==> config.mk <==
export PLATFORM = sky130hd
export DESIGN_NAME = multi_hitcounter
export DESIGN_NICKNAME = d
export VERILOG_FILES = /design/src/rtl/multi_hitcounter.sv
export SDC_FILE = /design/constraint.sdc
export NUM_CORES = 1
export LEC_CHECK = 0
export CORE_MARGIN = 10
export CORE_UTILIZATION = 39
export CTS_BUF_LIST = sky130_fd_sc_hd__clkbuf_2
export DETAILED_ROUTE_END_ITERATION = 7
export HOLD_SLACK_MARGIN = 0.15
export PLACE_DENSITY = 0.79
export SKIP_LAST_GASP = 1
export SYNTH_ARGS = -nofsm -noshare
export SYNTH_HDL_FRONTEND = slang
export SYNTH_SLANG_ARGS = --single-unit
==> constraint.sdc <==
create_clock -name clk -period 2.3 [get_ports clk]
set_input_delay 0.46 -clock clk [delete_from_list [all_inputs] [get_ports clk]]
set_output_delay 0.46 -clock clk [all_outputs]
set_load 0.01 [all_outputs]
==> src/rtl/multi_hitcounter.sv <==
// multi_hitcounter: per-channel threshold hit counters for an acquisition
// window. Each channel compares its sample against its own threshold and
// counts either every cycle above threshold (level mode) or each rising
// crossing (edge mode). Counters saturate and raise a sticky overflow flag.
//
// Optional feature: define MULTI_HITCOUNTER_PEAK_EN to add the `peak` output.
// It holds the per-channel maximum sample seen while running.
module multi_hitcounter #(
  parameter int NCH    = 4,
  parameter int DATA_W = 16,
  parameter int CNT_W  = 9
) (
  input  logic                  clk,
  input  logic                  rst,
  input  logic                  ss,
  input  logic                  running,
  input  logic                  mode,
  input  logic [NCH*DATA_W-1:0] data,
  input  logic [NCH*DATA_W-1:0] thresh,
  output logic [NCH-1:0]        we,
  output logic                  any_we,
  output logic [NCH*CNT_W-1:0]  nhit,
  output logic [NCH-1:0]        ovf
`ifdef MULTI_HITCOUNTER_PEAK_EN
  ,
  output logic [NCH*DATA_W-1:0] peak
`endif
);

  localparam logic [CNT_W-1:0] CNT_MAX = '1;

  logic [NCH-1:0]   above;
  logic [NCH-1:0]   prev_q, prev_d;
  logic [NCH-1:0]   ovf_q, ovf_d;
  logic [CNT_W-1:0] nhit_q [NCH];
  logic [CNT_W-1:0] nhit_d [NCH];
  logic             clear;

  // A start request only clears the run while the window is closed.
  assign clear = ss & ~running;

  // Threshold compare and write-enable generation (zero latency from data).
  always_comb begin
    // NOTE: every output of a combinational block gets a default first, so no
    // path through the block leaves a bit unassigned and a latch is inferred.
    above = '0;
    we    = '0;
    for (int k = 0; k < NCH; k++) begin
      above[k] = data[k*DATA_W +: DATA_W] > thresh[k*DATA_W +: DATA_W];
      // Edge mode suppresses the enable while the channel was already above.
      we[k]    = running & above[k] & (~mode | ~prev_q[k]);
    end
  end

  assign any_we = |we;

  // Next-state for counters, sticky overflow flags and previous-above history.
  always_comb begin
    prev_d = clear ? '0 : above;
    ovf_d  = ovf_q;
    for (int k = 0; k < NCH; k++) begin
      nhit_d[k] = nhit_q[k];
      if (clear) begin
        nhit_d[k] = '0;
        ovf_d[k]  = 1'b0;
      end else if (we[k]) begin
        // Saturate rather than wrap; a hit at full scale marks the overflow.
        if (nhit_q[k] == CNT_MAX) begin
          ovf_d[k] = 1'b1;
        end else begin
          nhit_d[k] = nhit_q[k] + CNT_W'(1);
        end
      end
    end
  end

  // State registers with synchronous reset taking priority over clear/count.
  always_ff @(posedge clk) begin
    // NOTE: state registers use non-blocking assignments so every register
    // samples the pre-edge values and simulation order cannot change results.
    if (rst) begin
      prev_q <= '0;
      ovf_q  <= '0;
      // NOTE: the counters are a small register array, not a RAM, so each
      // element is reset explicitly in a loop.
      for (int k = 0; k < NCH; k++) begin
        nhit_q[k] <= '0;
      end
    end else begin
      prev_q <= prev_d;
      ovf_q  <= ovf_d;
      for (int k = 0; k < NCH; k++) begin
        nhit_q[k] <= nhit_d[k];
      end
    end
  end

  // Pack the counter array onto the flat output bus.
  always_comb begin
    nhit = '0;
    for (int k = 0; k < NCH; k++) begin
      nhit[k*CNT_W +: CNT_W] = nhit_q[k];
    end
  end

  assign ovf = ovf_q;

`ifdef MULTI_HITCOUNTER_PEAK_EN
  logic [DATA_W-1:0] peak_q [NCH];
  logic [DATA_W-1:0] peak_d [NCH];

  // Peak tracking: follow any larger sample seen while the window is open.
  always_comb begin
    for (int k = 0; k < NCH; k++) begin
      peak_d[k] = peak_q[k];
      if (clear) begin
        peak_d[k] = '0;
      end else if (running && (data[k*DATA_W +: DATA_W] > peak_q[k])) begin
        peak_d[k] = data[k*DATA_W +: DATA_W];
      end
    end
  end

  // Peak registers.
  always_ff @(posedge clk) begin
    for (int k = 0; k < NCH; k++) begin
      if (rst) begin
        peak_q[k] <= '0;
      end else begin
        peak_q[k] <= peak_d[k];
      end
    end
  end

  // Pack the peak array onto the flat output bus.
  always_comb begin
    peak = '0;
    for (int k = 0; k < NCH; k++) begin
      peak[k*DATA_W +: DATA_W] = peak_q[k];
    end
  end
`endif

endmodule

==> results.json <==
{
  "route.final.wire_length_um": 15600,
  "max_freq_mhz": 367,
  "ys_types": 47,
  "initial_core_util_pct": 39.9,
  "timing.rr.end": "nhit_q[0][5]",
  "avgRoutedWirePerCell_um": 17.4,
  "hold_path.class": "reg2reg",
  "cp_data_required_time_ns": 1.84,
  "synth_top_flop_cell": "sky130_fd_sc_hd__dfxtp_1",
  "detailedPlacementHpwl_um": 11200,
  "postSynthRegisterBits": 44,
  "startpoint_type": "primary input",
  "clk_latency_ns": 0.43,
  "floorplan.core_area_um2": 9730,
  "layout-area-overhead-vs-synth_pct": 91.3,
  "first_pass_grt_wire_length_um": 24600,
  "worst_clock_skew_ns": 0.0268,
  "final.min_clock_period_ns": 2.72,
  "fin_worst_hold_slack_ns": 0.490,
  "synth-seq-area-share_pct": 22.7,
  "gr-total-overflow": 0,
  "tritoncts_clock_tree": "yes",
  "setup_total_negative_slack_ns": -1.50,
  "layout_commonest_cell": "sky130_fd_sc_hd__buf_4",
  "fp-row-count": 36,
  "vdd_ir_drop_max_uv": 210,
  "layout.filler_cells": 688,
  "place.port_buffers": 177,
  "dr.pass1.iters": 6,
  "syn_area_per_cell_um2": 7.85,
  "routed_via_density": 5.34,
  "crit_fanout": 3,
  "num_antenna_cells": 0,
  "dieWidth_um": 120,
  "final_replace_weighted_congestion": 0.869,
  "yosys_warnings": 0,
  "reg2reg_slack_ns": 0.02,
  "synth_enable_flop_cells": 0,
  "ctsRootBufferMaster": "sky130_fd_sc_hd__clkbuf_2",
  "grt_setup_unrepaired": "true",
  "failed_checks": "setup timing",
  "die-height_um": 120,
  "post-route-drc-count": 0,
  "numCtsBuffers": 5,
  "min_from": "ovf[1]",
  "vias": 4778,
  "outcome": "complete, but fails checks",
  "maxCapViolations": 0,
  "worst_setup_path_end_kind": "primary output",
  "grt_start_max_net_pins": 18,
  "finalNetCount": 966,
  "async_reset_ff_share_pct": 0,
  "slew_headroom_pct": 68.6,
  "netlist_area_um2": 3880,
  "htree_depth": 2,
  "r2r.worst_path.cells": 8,
  "power.leakage_nw": 3.15,
  "ioPinCount": 178,
  "final_hold_viol_count": 0,
  "final_cell_mix": "90 x sky130_fd_sc_hd__buf_4, 53 x sky130_fd_sc_hd__ha_4, 53 x sky130_fd_sc_hd__clkdlybuf4s50_1, 47 x sky130_fd_sc_hd__a21oi_1, 44 x sky130_fd_sc_hd__inv_2",
  "cts_sinks": 44,
  "worst_reg2reg_path_startpoint": "nhit_q[0][0]",
  "setup-violations-final": 5,
  "min_delay_worst_endpoint": "ovf[1]",
  "cts.path.max_buffers": 2,
  "dp_worst_setup_slack_ns": -1.40,
  "drt_iter0_markers": 208,
  "mappedNetlistNets": 699,
  "final_max_slew_viol_count": 0,
  "timing_worst_setup_path_type": "in2out",
  "setup_ws_ns": -0.422,
  "drive_above_1_share_pct": 47.2,
  "total_power_mw": 2.30,
  "final.period_utilization_pct": 118,
  "number_of_antenna_violations_at_the_first_check_in_global_routing": 0,
  "first_global_vias": 5107,
  "timing_worst_slew_pin_value_ns": 0.466,
  "antenna_left": 0,
  "clk_transition_reported_paths_ns": 0.25,
  "number_of_hold_buffers_added_after_cts": 0,
  "synth_cells": 494,
  "power_density_nw_per_um2": 311,
  "area_of_the_die_um2": 14300,
  "cp_data_arrival_time_ns": 2.26,
  "grtUsageTotal_pct": 20.4,
  "hold_path_depth": 2
}
[area by class of cell]
type	count	area, um2	area share (%)
Clock buffer	5	25.0	0.337
Clock inverter	3	42.5	0.574
Inverter	70	315	4.25
Multi-Input combinational cell	368	3670	49.5
Sequential cell	44	886	11.9
Tap cell	133	166	2.24
Timing Repair Buffer	272	2310	31.2
[logic make-up (layout without fill, tap and decap cells)]
group | after synthesis | in the layout | synth area share, %
compound gates | 126 | 126 | 20.0
simple gates | 169 | 169 | 25.2
flops | 44 | 44 | 22.7
buf+inv | 82 | 350 | 8.52
mux | 1 | 1 | 0.258
fa+ha+maj | 72 | 72 | 23.2
[metrics by stage]
stage          cell area, um2  std cells  utilization [%]
4_1_cts                  7310        889             75.1
5_1_grt                  7420        895             76.2
3_5_place_dp             6450        858             66.3
3_3_place_gp             6450        858             66.3
6_report                 7420        895             76.2
2_1_floorplan            4080        494                -
[Yosys cell counts, types with 2 or more instances]
| master | instances | area, um2 |
|---|---|---|
| sky130_fd_sc_hd__or2_2 | 3 | 18.8 |
| sky130_fd_sc_hd__nor4_4 | 2 | 42.5 |
| sky130_fd_sc_hd__a21boi_2 | 4 | 45.0 |
| sky130_fd_sc_hd__nor2_1 | 15 | 56.3 |
| sky130_fd_sc_hd__nand4b_1 | 2 | 17.5 |
| sky130_fd_sc_hd__nand3_1 | 19 | 95.1 |
| sky130_fd_sc_hd__a21oi_1 | 55 | 275 |
| sky130_fd_sc_hd__dfxtp_1 | 44 | 881 |
| sky130_fd_sc_hd__or4_1 | 16 | 120 |
| sky130_fd_sc_hd__o311ai_0 | 2 | 17.5 |
| sky130_fd_sc_hd__and4_1 | 3 | 26.3 |
| sky130_fd_sc_hd__nand2b_1 | 5 | 31.3 |
| sky130_fd_sc_hd__inv_1 | 70 | 263 |
| sky130_fd_sc_hd__or3_1 | 14 | 87.6 |
| sky130_fd_sc_hd__ha_1 | 72 | 901 |
| sky130_fd_sc_hd__nand2_1 | 51 | 191 |
| sky130_fd_sc_hd__nor3_1 | 3 | 15.0 |
| sky130_fd_sc_hd__nand4_1 | 16 | 100 |
| sky130_fd_sc_hd__nand4_2 | 2 | 25.0 |
| sky130_fd_sc_hd__nor2b_1 | 4 | 25.0 |
| sky130_fd_sc_hd__o21a_1 | 4 | 30.0 |
| sky130_fd_sc_hd__o211ai_1 | 6 | 45.0 |
| sky130_fd_sc_hd__o21ai_0 | 26 | 130 |
| sky130_fd_sc_hd__o31a_1 | 2 | 17.5 |
| sky130_fd_sc_hd__buf_6 | 3 | 33.8 |
| sky130_fd_sc_hd__o31ai_2 | 2 | 25.0 |
| sky130_fd_sc_hd__clkbuf_1 | 8 | 30.0 |
| sky130_fd_sc_hd__and2_1 | 3 | 18.8 |
| sky130_fd_sc_hd__o31ai_1 | 14 | 105 |
| sky130_fd_sc_hd__nor4_1 | 2 | 12.5 |
| sky130_fd_sc_hd__a31o_2 | 2 | 17.5 |
| sky130_fd_sc_hd__and3_1 | 2 | 12.5 |
| sky130_fd_sc_hd__a21o_1 | 4 | 30.0 |
[repair_timing]
action | CTS | global route
endpoints found under the setup margin | 42 | 28
buffers inserted | 25 | 12
pin swaps | 90 | 37
gates resized for setup | 522 | 43
[where the power goes]
part | internal, mW | switching, mW | total, mW | leakage [nW]
combinational | 0.583 | 0.481 | 1.06 | 2.75
clock | 0.181 | 0.273 | 0.454 | 0.0390
sequential | 0.776 | 0.00889 | 0.785 | 0.357
[worst max-delay path by stage]
stage	start	to	slack [ns]	depth (start not counted)
final	data[43]	any_we	-0.42	9
after global routing	thresh[43]	any_we	-0.49	10
after CTS	thresh[42]	any_we	-0.47	10
after detailed placement	thresh[42]	any_we	-1.40	10
after global placement	thresh[42]	any_we	-1.31	10
after floorplan	thresh[26]	any_we	-0.15	8
[state kept, by name (all words and copies together), names as in the netlist]
register,cells
nhit_q,36
ovf,4
prev_q,4
[critical path, stage by stage]
cell and delay, ns:
sky130_fd_sc_hd__buf_6 0.10, sky130_fd_sc_hd__ha_4 0.25, sky130_fd_sc_hd__nand4_1 0.17, sky130_fd_sc_hd__nor4_4 0.33, sky130_fd_sc_hd__a21boi_4 0.25, sky130_fd_sc_hd__nor4bb_4 0.07, sky130_fd_sc_hd__or3_4 0.38, sky130_fd_sc_hd__nand4_1 0.11
sky130_fd_sc_hd__buf_2 0.14
[metal layers]
layer,up-vias,part of all wire (%),GRT usage [%]
li1,2325,-,-
met1,2270,37,21.1
met2,150,54,39.2
met3,33,6.4,5.58
met4,0,2.1,5.58
met5,-,0,0
Note: power is estimated with default switching activity, not from simulation.
